## src/rtl/div_pkg.sv

```systemverilog
// Shared definitions for the iterative RV32M divider: op encodings,
// FSM state type and the iteration-counter width helper.
package div_pkg;

    // Operation encodings as presented on the op port.
    localparam logic [1:0] DIV_OP_DIV  = 2'b00;
    localparam logic [1:0] DIV_OP_DIVU = 2'b01;
    localparam logic [1:0] DIV_OP_REM  = 2'b10;
    localparam logic [1:0] DIV_OP_REMU = 2'b11;

    typedef enum logic [1:0] {
        IDLE,
        CALC,
        FIX
    } div_state_e;

    // Width of the iteration counter for an n-bit divider.
    function automatic int div_cnt_width(input int n);
        return $clog2(n);
    endfunction

    // Counter width for the default 32-bit configuration.
    localparam int DIV_CNT_W = $clog2(32);

endpackage

```

## src/rtl/div_step.sv

```systemverilog
// One restoring-division iteration: trial-subtract the divisor from the
// partial remainder and keep the difference only when it does not borrow.
module div_step #(
    parameter int N = 32
) (
    input  logic [N-1:0] partial,
    input  logic [N-1:0] divisor,
    output logic [N-1:0] rem_next,
    output logic         q_bit
);

    logic [N:0] trial;

    // N+1-bit subtract so the borrow lands in the top bit and alone decides the quotient bit.
    always_comb begin
        trial    = {1'b0, partial} - {1'b0, divisor};
        q_bit    = ~trial[N];
        rem_next = trial[N] ? partial : trial[N-1:0];
    end

endmodule

```

## src/rtl/seq_divider.sv

```systemverilog
// Multi-cycle restoring divider for RV32M DIV/DIVU/REM/REMU.
// One quotient bit per clock in CALC, sign correction in FIX; divide-by-zero
// and signed overflow are resolved without iterating.
module seq_divider
    import div_pkg::*;
#(
    parameter int N = 32
) (
    input  logic         clk,
    input  logic         rst_n,
    input  logic         start,
    input  logic [1:0]   op,
    input  logic [N-1:0] dividend,
    input  logic [N-1:0] divisor,
    output logic         busy,
    output logic         done,
    output logic [N-1:0] result
);

    localparam int           CW       = div_cnt_width(N);
    localparam logic [N-1:0] ONE      = N'(1);
    localparam logic [N-1:0] MIN_NEG  = {1'b1, {(N-1){1'b0}}};
    localparam logic [CW-1:0] LAST_IT = CW'(N - 1);

    div_state_e    state;
    logic [N-1:0]  q;
    logic [N-1:0]  rem;
    logic [N-1:0]  dsr;
    logic [CW-1:0] cnt;
    logic          sign_q;
    logic          sign_r;
    logic          is_rem;
    logic          spec_pend;
    logic [N-1:0]  spec_val;

    logic          is_signed;
    logic          is_rem_op;
    logic          div_zero;
    logic          sgn_ovf;
    logic          special;
    logic [N-1:0]  spec_res;
    logic [N-1:0]  dvd_abs;
    logic [N-1:0]  dsr_abs;
    logic [N-1:0]  partial;
    logic [N-1:0]  step_rem;
    logic          step_bit;
    logic [N-1:0]  q_fix;
    logic [N-1:0]  rem_fix;

    // Decode the incoming request, special cases, operand magnitudes and final sign fix-ups.
    always_comb begin
        is_signed = (op == DIV_OP_DIV) || (op == DIV_OP_REM);
        is_rem_op = (op == DIV_OP_REM) || (op == DIV_OP_REMU);
        div_zero  = (divisor == '0);
        sgn_ovf   = is_signed && (dividend == MIN_NEG) && (divisor == '1);
        special   = div_zero || sgn_ovf;
        spec_res  = '0;
        if (div_zero) begin
            spec_res = is_rem_op ? dividend : '1;
        end else begin
            spec_res = is_rem_op ? '0 : dividend;
        end
        dvd_abs = (is_signed && dividend[N-1]) ? (~dividend + ONE) : dividend;
        dsr_abs = (is_signed && divisor[N-1])  ? (~divisor + ONE)  : divisor;
        partial = {rem[N-2:0], q[N-1]};
        q_fix   = sign_q ? (~q + ONE) : q;
        rem_fix = sign_r ? (~rem + ONE) : rem;
    end

    div_step #(
        .N(N)
    ) u_step (
        .partial  (partial),
        .divisor  (dsr),
        .rem_next (step_rem),
        .q_bit    (step_bit)
    );

    // Control FSM plus datapath registers; q starts as the dividend and shifts left as quotient bits arrive.
    always_ff @(posedge clk or negedge rst_n) begin
        if (!rst_n) begin
            state     <= IDLE;
            busy      <= 1'b0;
            done      <= 1'b0;
            result    <= '0;
            q         <= '0;
            rem       <= '0;
            dsr       <= '0;
            cnt       <= '0;
            sign_q    <= 1'b0;
            sign_r    <= 1'b0;
            is_rem    <= 1'b0;
            spec_pend <= 1'b0;
            spec_val  <= '0;
        end else begin
            done <= 1'b0;
            case (state)
                IDLE: begin
                    // A special-case answer decided last edge is published now; a new start may overlap it.
                    if (spec_pend) begin
                        result    <= spec_val;
                        done      <= 1'b1;
                        spec_pend <= 1'b0;
                    end
                    if (start) begin
                        is_rem <= is_rem_op;
                        if (special) begin
                            spec_pend <= 1'b1;
                            spec_val  <= spec_res;
                        end else begin
                            state  <= CALC;
                            busy   <= 1'b1;
                            cnt    <= '0;
                            q      <= dvd_abs;
                            rem    <= '0;
                            dsr    <= dsr_abs;
                            sign_q <= is_signed && (dividend[N-1] ^ divisor[N-1]);
                            sign_r <= is_signed && dividend[N-1];
                        end
                    end
                end
                CALC: begin
                    q   <= {q[N-2:0], step_bit};
                    rem <= step_rem;
                    cnt <= cnt + CW'(1);
                    if (cnt == LAST_IT) begin
                        state <= FIX;
                    end
                end
                FIX: begin
                    result <= is_rem ? rem_fix : q_fix;
                    done   <= 1'b1;
                    busy   <= 1'b0;
                    state  <= IDLE;
                end
                default: begin
                    state <= IDLE;
                    busy  <= 1'b0;
                end
            endcase
        end
    end

endmodule

```

## config.mk

```make
export PLATFORM = sky130hd
export DESIGN_NAME = seq_divider
export DESIGN_NICKNAME = d
export VERILOG_FILES = /design/src/rtl/div_pkg.sv /design/src/rtl/div_step.sv /design/src/rtl/seq_divider.sv
export SDC_FILE = /design/constraint.sdc
export NUM_CORES = 1
export LEC_CHECK = 0
export ABC_AREA = 1
export ABC_CLOCK_PERIOD_IN_PS = 5200
export BUFFER_PORTS_ARGS = -buffer_cell sky130_fd_sc_hd__buf_2
export CORE_MARGIN = 2
export CORE_UTILIZATION = 38
export DETAILED_ROUTE_END_ITERATION = 12
export PLACE_DENSITY_LB_ADDON = 0.15
export SLEW_MARGIN = 10
export SYNTH_ARGS = -nofsm -noshare
export SYNTH_HDL_FRONTEND = slang
export SYNTH_SLANG_ARGS = --single-unit
```

## constraint.sdc

```tcl
create_clock -name clk -period 5.2 [get_ports clk]
set_clock_uncertainty 0.2 [all_clocks]
set_input_delay 1.04 -clock clk [delete_from_list [all_inputs] [get_ports clk]]
set_output_delay 1.04 -clock clk [all_outputs]
set_load 0.02 [all_outputs]
```

# Word-level counts from Yosys, hierarchy flattened
# Index checks and enable logic that the tools add are counted.
[word_totals]
reg_bits = 173
input_bits = 69
out_inout_bits = 34
elab_cells = 89
[classes]
addsub = 6
n_eq_ne = 11
mux = 31
bitwise_logic = 8
n_reduce_logical = 20
[op_table]
columns = ["op", "n"]
rows = [
  ["2-to-1 mux 32 bit", 14],
  ["case mux 32 bit (2 select lines)", 3],
  ["adder 32 x 1 -> 32 bit (second input constant)", 4],
  ["NOT 32 bit", 4],
  ["== test 32 bit (second input constant)", 2],
  ["subtractor 32 x 32 -> 33 bit", 1],
  ["zero test 32 bit", 1],
  ["AND reduction 3 bit", 5],
  ["2-to-1 mux 5 bit", 2],
  ["case mux 5 bit (2 select lines)", 1],
  ["inequality test 2 bit (second input constant)", 4],
  ["== test 2 bit (second input constant)", 3],
  ["2-to-1 mux 2 bit", 3],
  ["adder 5 x 1 -> 5 bit (second input constant)", 1],
  ["== test 5 bit (second input constant)", 1],
  ["logical AND 1 bit", 5],
  ["2-to-1 mux 1 bit", 5],
  ["zero test 2 bit", 2],
  ["case mux 1 bit (2 select lines)", 2],
  ["case mux 2 bit (2 select lines)", 1],
  ["AND reduction 2 bit", 2],
  ["nonzero test 2 bit", 2],
  ["logical OR 1 bit", 3],
  ["NOT 1 bit", 3],
  ["2 further kinds", 2],
]

# Logic depth before layout (Yosys ltp)
# Gate-level depths: netlist (run 1).
[depth]
depth_word = 8
ltp_mapped = 17
mapped_depth_nobuf = 16

# By module
# Synthesis (run 1) repeated with hierarchy kept, for this count alone.
[unflattened]
hier_cells = 2546
hier_area_um2 = 14969.4
[modules_own_cells]
columns = ["mod", "instances", "cells_each", "area_per_inst_um2", "seq_area_each_um2"]
rows = [
  ["seq_divider", 1, 1902, 11951.5, 4329.2],
  ["div_step", 1, 644, 3017.9, 0.0],
]

# Least setup slack after synthesis (run 1)
# OpenSTA, ideal clock, no wires.
[synth_timing]
path_kind = "input port to flip-flop"
from = "in dividend[1]"
to = "reg dsr[31]"
setup_ns = 0.117
arrival_time_ns = 2.424
required_time_ns = 4.883
slack_ns = 2.458
stages = 13
path_buffers = 2
cell_sequence = "inv_1 > ha_1 > nand4_2 > nor2_2 > nand3_2 > nor2_2 > nand2_2 > nand3_2 > buf_4 > inv_2 > buf_6 > nand3_1 > nand2_1"
[synth_via]
elab_chain_cells = 6
[synth_lines]
columns = ["element", "line", "source"]
rows = [
  ["start: declaration", "seq_divider.sv:13", "input logic [N-1:0] dividend,"],
  ["== test 32 bit", "seq_divider.sv:55", "sgn_ovf = is_signed && (dividend == MIN_NEG) && (divisor == '1);"],
  ["logical AND 1 bit (2 in series)", "seq_divider.sv:55", ""],
  ["logical OR 1 bit", "seq_divider.sv:56", "special = div_zero || sgn_ovf;"],
  ["NOT 1 bit (no line)", "--", ""],
  ["AND reduction 3 bit (no line)", "--", ""],
  ["end signal: assignment", "seq_divider.sv:116", "dsr <= dsr_abs;"],
  ["end: declaration", "seq_divider.sv:28", "logic [N-1:0] dsr;"],
]
# No other way between the ends.
# A chain may end at the register's enable or synchronous reset.

# Final worst setup path (run 1)
[layout_timing]
from = "reg q[31]"
to = "reg rem[31]"
[layout_via]
elab_chain_cells = 3
[layout_lines]
columns = ["element", "line", "source"]
rows = [
  ["start: declaration", "seq_divider.sv:26", "logic [N-1:0] q;"],
  ["start signal: assignment", "seq_divider.sv:114", "q <= dvd_abs;"],
  ["start signal: assignment", "seq_divider.sv:123", "q <= {q[N-2:0], step_bit};"],
  ["subtractor 32 x 32 -> 33 bit", "div_step.sv:16", "trial = {1'b0, partial} - {1'b0, divisor};"],
  ["2-to-1 mux 32 bit", "div_step.sv:18", "rem_next = trial[N] ? partial : trial[N-1:0];"],
  ["case mux 32 bit (2 select lines)", "seq_divider.sv:97", "case (state)"],
  ["end signal: assignment", "seq_divider.sv:124", "rem <= step_rem;"],
  ["end: declaration", "seq_divider.sv:27", "logic [N-1:0] rem;"],
]
# No other way between the ends.

==> impl_metrics.yaml, run 1 <==
run_status:
  outcome: "finished, final reports clean"
synthesis:
  yosysTopAreaCellShare_pct: 29.6
  synthXorXnorAreaFrac_pct: 3.12
  synth_edf_count: 0
  async_reset_ff_share_pct: 100
  syn_inst: 2459
  syn-cell-area_um2: 14600
  synthAdderAreaFrac_pct: 3.56
  ys_seq_area_share_pct: 29.6
  synthMuxAreaShare_pct: 0
  synth_compound_area_share_pct: 10.2
  yosys_warnings: 0
  synthDistinctLibCells: 37
  synth.area.top_cells: "dfrtp_1 30%, nand2_1 23%, nand3_1 9.4%, inv_1 7.8%, nor2_1 7.0%"
  synth-seq-cells: 173
  syn_avg_cell_area_um2: 5.95
  yosys.area_share.simple_pct: 42.8
  synth_fp_nets: 2569
  synth_top_family_by_area: "simple AND/OR/NAND/NOR gates"
  synth_top_area_cell: "dfrtp_1"
  synth_ff_type: "dfrtp_1"
critical_path:
  r2r-start: "q[31]$_DFFE_PN0P_"
  path_class: "reg -> reg"
  r2r_cells: 16
  critPathLaunch: "q[31]$_DFFE_PN0P_"
  r2r-end: "rem[31]$_DFFE_PN0P_"
  critPathArrivalTime_ns: 3.56
  end_kind: "register"
  crit_end: "rem[31]$_DFFE_PN0P_"
  required_ns: 5.39
  start_kind: "register"
  r2r_slack_ns: 1.83
  critPathMaxFanout: 16
power_and_ir_drop:
  switching_share_pct: 54.9
  internal_power_w: 0.00452
  switchingPower_w: 0.00550
  pwr-share-seq_pct: 23.6
  p_total_w: 0.0100
  irDropWorstVdd_v: 0.000248
  p_per_area_nw_per_um2: 623
  power_leakage_nw: 8.68
  pwr-share-comb_pct: 64.1
  clock_power_share_pct: 12.3
cells_and_area:
  fillers: 4187
  layoutNonFillerInstCount: 3036
  utilization_pct: 42.6
  fin_nets: 2624
  final_cell_mix: "881 x nand2_1, 302 x inv_1, 275 x nand3_1"
  drive_gt1_share_pct: 7.45
  final_common_cell: "nand2_1"
  syn_to_final_growth_pct: 10.1
  insertedDiodeCount: 0
detailed_routing:
  wl_per_cell_um: 17.3
  dr.pass1.iters: 5
  viasPerCell: 5.16
  met2RoutedLength_um: 22400
  wl_met3_um: 3350
  drtIter0Drc: 1578
  drt_wl_total_um: 52400
  vias: 15700
  topRoutingLayerUsed: "met5"
  drc: 0
  detail-route-antenna-nets: 0
  wl_met1_um: 25900
global_routing:
  grt_antenna_before_repair: 1
  grt_pass1_vias: 14100
  grt_usage_pct: 26.0
  grt_pass1_wl_um: 81500
  grt_max_degree: 99
  grt_overflow: 0
timing:
  drv_slew: 0
  tns_ns: 0
  hold_viol: 0
  fmax_ghz: 0.297
  worst_slew_pin_slew_ns: 1.25
  period_needed_ns: 3.37
  rsz0062_at_grt: "false"
  post-route-period-util_pct: 64.8
  maxSlewHeadroom_pct: 16.6
  finalSetupViolCount: 0
floorplanning:
  die_w_um: 200
  pin_count: 103
  dieArea_um2: 40100
  core_um2: 37800
  row_count: 71
  start_util_pct: 38.7
  die_h_um: 200
placement:
  dp_hpwl_um: 41000
  dp.cells: 3006
  gp_congestion: 0.964
  io_buffers: 102
clock_network:
  cts_resized: 0
  clk_latency_ns: 0.46
  cts_sinks: 173
  tritoncts: "done"
  clockBufferDepth: 2
  cts_max_level: 4
  cts_setup_buffers: 0
  clkTransAtPathRegs_ns: 0.08
  cts-root-buf: "clkbuf_16"
  hold_buffers: 0
  cts_buffers: 17
min_path:
  hp-class: "reg -> reg"
job:
  max-cap-violations: 0
[power by group through the flow]
stage | registers [W] | logic (W) | clock network [W]
after floorplan | 0.00214 | 0.00479 | 0
after global placement | 0.00237 | 0.00628 | 0
after detailed placement | 0.00238 | 0.00635 | 0
after CTS | 0.00236 | 0.00637 | 0.00126
after global routing | 0.00242 | 0.00733 | 0.00131
final | 0.00236 | 0.00642 | 0.00123
[how the worst min path moves through the flow]
stage,start,slack (ns),cells past startpoint,endpoint
final,spec_val[7]$_DFFE_PN0P_,0.28,2,spec_val[7]$_DFFE_PN0P_
after global routing,spec_val[10]$_DFFE_PN0P_,0.30,2,spec_val[10]$_DFFE_PN0P_
after CTS,result[28]$_DFFE_PN0P_,0.28,2,result[28]$_DFFE_PN0P_
after detailed placement,result[28]$_DFFE_PN0P_,0.26,2,result[28]$_DFFE_PN0P_
after global placement,result[24]$_DFFE_PN0P_,0.26,2,result[24]$_DFFE_PN0P_
after floorplan,spec_val[17]$_DFFE_PN0P_,0.24,2,spec_val[17]$_DFFE_PN0P_
[stage by stage]
step	instance area, µm²	hold WS, ns	setup slack (ns)
3_3_place_gp	15500	0.258	1.55
2_1_floorplan	14600	0.244	2.46
6_report	16100	0.279	1.83
3_5_place_dp	15500	0.262	1.45
4_1_cts	16100	0.282	1.83
5_1_grt	16100	0.297	1.49
[registers in the layout, summed over array words and instances, names as in the netlist]
register,cells
q,32
spec_val,32
done,1
is_rem,1
state,2
spec_pend,1
cnt,5
rem,32
sign_q,1
dsr,32
sign_r,1
busy,1
result,32
[critical path, stage by stage, from the launching register on]
cell and delay, ns:
dfrtp_1 0.39, inv_1 0.17, ha_1 0.26, fa_1 0.40
inv_1 0.12, nand3_1 0.08, nand3_1 0.16, nand2_1 0.07
nand2_1 0.12, nand2_1 0.10, nand2_2 0.10, nand2_4 0.10
nand2_2 0.31, nand2_1 0.41, nand2_1 0.16, nand2_1 0.07
nand2_1 0.07
[layout make-up]
class / instances / area [µm²] / share of cell area (%)
Multi-Input combinational cell: 1891 / 8720 / 54.2
Clock buffer: 18 / 439 / 2.73
Clock inverter: 12 / 106 / 0.661
Sequential cell: 173 / 4330 / 26.9
Inverter: 311 / 1170 / 7.26
Timing Repair Buffer: 120 / 689 / 4.28
Tap cell: 511 / 639 / 3.97
[cell usage after synthesis, types with 9 or more instances]
| master | count |
|---|---|
| xor2_1 | 48 |
| nand4_1 | 26 |
| buf_1 | 10 |
| o21ai_0 | 133 |
| inv_1 | 303 |
| nor3_1 | 16 |
| a21oi_1 | 82 |
| nand3_1 | 275 |
| o21ai_1 | 61 |
| nand2_1 | 881 |
| ha_1 | 40 |
| clkbuf_1 | 46 |
| nor2_1 | 272 |
| buf_2 | 14 |
| o211ai_1 | 9 |
| dfrtp_1 | 173 |
[kinds of logic (layout without fill, tap and decap cells)]
kind of cell	Yosys count	after routing
simple gates	1508	1508
fa+ha+maj	41	41
xor+xnor	52	52
compound gates	290	290
buf+inv	395	461
flops	173	173
[per-layer routing]
| layer | GRT usage (%) | up-vias |
|---|---|---|
| li1 | - | 7883 |
| met1 | 40.1 | 7222 |
| met2 | 38.6 | 509 |
| met3 | 3.37 | 45 |
| met4 | 5.33 | 2 |
| met5 | 0 | - |
Power figures use the tool's default switching activity.
==> run 2: changes to the inputs <==
Settings changed: ABC_AREA 1 to 0, ABC_CLOCK_PERIOD_IN_PS 5200 to 2800.
Clock period 5.2 ns to 2.8 ns, I/O delays scaled along.
==> impl_metrics.yaml, run 2 <==
global_routing:
  grt_max_degree: 60
  grt_pass1_wl_um: 65200
  grt_overflow: 0
  grt_pass1_vias: 11800
  grt_usage_pct: 25.2
  grt_antenna_before_repair: 0
placement:
  dp_hpwl_um: 30300
  io_buffers: 102
  gp_congestion: 0.905
detailed_routing:
  viasPerCell: 5.51
  dr.pass1.iters: 8
  vias: 12200
  drc: 0
  drtIter0Drc: 961
  detail-route-antenna-nets: 0
  drt_wl_total_um: 41400
  wl_per_cell_um: 18.8
cells_and_area:
  drive_gt1_share_pct: 32.2
  fin_nets: 1900
  final_cell_mix: "243 x buf_4, 182 x nand2_1, 172 x dfrtp_1"
  syn_to_final_growth_pct: 40.1
  fillers: 2913
  final_common_cell: "buf_4"
  insertedDiodeCount: 0
synthesis:
  syn_inst: 1462
  synth_fp_nets: 1572
  yosysTopAreaCellShare_pct: 36.0
  synth_ff_type: "dfrtp_1"
  synth-seq-cells: 173
  synth_top_area_cell: "dfrtp_1"
  synth_common_cells: "191 x nand2_1, 180 x o21ai_0, 173 x dfrtp_1, 105 x inv_1, 101 x a21oi_1"
  synth_edf_count: 0
  synth.area.top_cells: "dfrtp_1 36%, o21ai_0 7.5%, xnor2_1 6.7%, nand2_1 6.0%, a21oi_1 4.2%"
  async_reset_ff_share_pct: 100
  ys_seq_area_share_pct: 36.0
  synthMostInstantiatedCell: "nand2_1"
  synthDistinctLibCells: 68
  syn-cell-area_um2: 12000
  yosys_warnings: 0
  syn_avg_cell_area_um2: 8.22
timing:
  finalSetupViolCount: 40
  maxSlewHeadroom_pct: 38.3
  hold_ws_ns: 0.275
  fmax_ghz: 0.287
  fin_ws_ns: -0.686
  rsz0062_at_grt: "true"
  hold_viol: 0
  worst_slew_pin_slew_ns: 0.924
  post-route-period-util_pct: 125
  drv_slew: 0
  period_needed_ns: 3.49
clock_network:
  cts_sinks: 173
  cts_max_level: 4
  cts_buffers: 17
  tritoncts: "done"
  cts-root-buf: "clkbuf_16"
  clkTransAtPathRegs_ns: 0.08
  clk_latency_ns: 0.46
  clockBufferDepth: 2
min_path:
  hp-class: "reg -> reg"
  whs_endpoint: "result[5]$_DFFE_PN0P_"
  hold_depth: 2
  hp-start: "result[5]$_DFFE_PN0P_"
critical_path:
  r2r-end: "result[31]$_DFFE_PN0P_"
  r2r_slack_ns: -0.69
  critPathMaxFanout: 4
  r2r-start: "rem[12]$_DFFE_PN0P_"
  start_kind: "register"
  path_class: "reg -> reg"
  required_ns: 2.99
  r2r_cells: 9
  end_kind: "register"
  critPathArrivalTime_ns: 3.67
floorplanning:
  die_w_um: 182
  start_util_pct: 38.4
  die_h_um: 182
  core_um2: 31300
  dieArea_um2: 33100
  row_count: 65
  pin_count: 103
power_and_ir_drop:
  irDropWorstVdd_v: 0.000944
  p_total_w: 0.0219
  p_per_area_nw_per_um2: 1300
  power_leakage_nw: 7.39
job:
  max-cap-violations: 0
run_status:
  outcome: "complete, but fails checks"
  violations: "setup timing"
==> run 2: layout make-up <==
cell class	instances	area, µm²	area share, %
multi-input cells	1101	7990	47.4
flip-flops and latches	173	4330	25.7
repair buffers	391	3020	17.9
well taps	402	503	2.99
clock buffers	18	439	2.61
inverters	106	400	2.38
clock inverters	13	154	0.914
==> run 2: how the worst max path moves through the flow <==
stage / startpoint / to / slack, ns / depth (start not counted)
2_1_floorplan: rem[12]$_DFFE_PN0P_ / result[31]$_DFFE_PN0P_ / -0.56 / 9
3_3_place_gp: rem[12]$_DFFE_PN0P_ / result[31]$_DFFE_PN0P_ / -0.58 / 9
3_5_place_dp: rem[12]$_DFFE_PN0P_ / result[31]$_DFFE_PN0P_ / -0.63 / 9
4_1_cts: rem[12]$_DFFE_PN0P_ / result[31]$_DFFE_PN0P_ / -0.66 / 9
5_1_grt: rem[12]$_DFFE_PN0P_ / result[31]$_DFFE_PN0P_ / -0.76 / 9
6_report: rem[12]$_DFFE_PN0P_ / result[31]$_DFFE_PN0P_ / -0.69 / 9
==> run 2: repair_timing <==
| action | CTS | global route |
|---|---|---|
| gates resized for setup | 105 | 140 |
| cloned | 8 | 1 |
| hold endpoints to repair | 50 | 0 |
| hold buffers | 1 | 0 |
| endpoints found under the setup margin | 48 | 89 |
| buffers inserted | 23 | 22 |
| pin swaps | 47 | 85 |
==> run 2: critical path: stages (launching register included) <==
cell	delay [ns]
dfrtp_1	0.39
or4_4	0.55
or3_4	0.35
or4_4	0.53
or3_4	0.35
or3_4	0.38
o41ai_4	0.25
xnor2_1	0.18
o221ai_2	0.11
a21oi_1	0.14
==> run 2: layer usage <==
layer,up-vias,track usage [%],routed length [µm]
li1,5866,-,-
met1,5885,33.1,18400
met2,351,43.0,20200
met3,52,3.95,1950
met4,0,7.15,832
met5,-,0,0
==> run 2: stage by stage <==
stage,utilization [%],instance area (µm²),setup TNS [ns],cells,worst slack [ns]
finish,53.8,16800,-6.92,2204,-0.686
global route,53.8,16800,-10.45,2204,-0.759
CTS,52.1,16300,-9.75,2196,-0.663
detailed placement,47.4,14800,-47.41,2133,-0.627
global placement,47.4,14800,-40.19,2133,-0.578
floorplan,-,12200,-2.86,1462,-0.563
==> run 2: cells by family (layout without fill, tap and decap cells) <==
family	after synthesis	after routing	synth area share [%]
buffers and inverters	188	528	5.91
AOI/OAI and AO/OA	453	453	23.7
muxes	6	6	0.510
DFF	173	173	36.0
and+or+nand+nor	430	430	16.7
xor gates and xnor gates	142	142	10.4
adders and majority gates	70	70	6.75
==> run 2: where the power goes <==
part | total, W | switching (W) | leakage [nW] | internal [W]
clock network | 0.00250 | 0.00114 | 0.290 | 0.00136
logic | 0.0152 | 0.00793 | 4.94 | 0.00725
registers | 0.00421 | 0.000759 | 2.17 | 0.00345
total | 0.0219 | 0.00983 | 7.39 | 0.0121
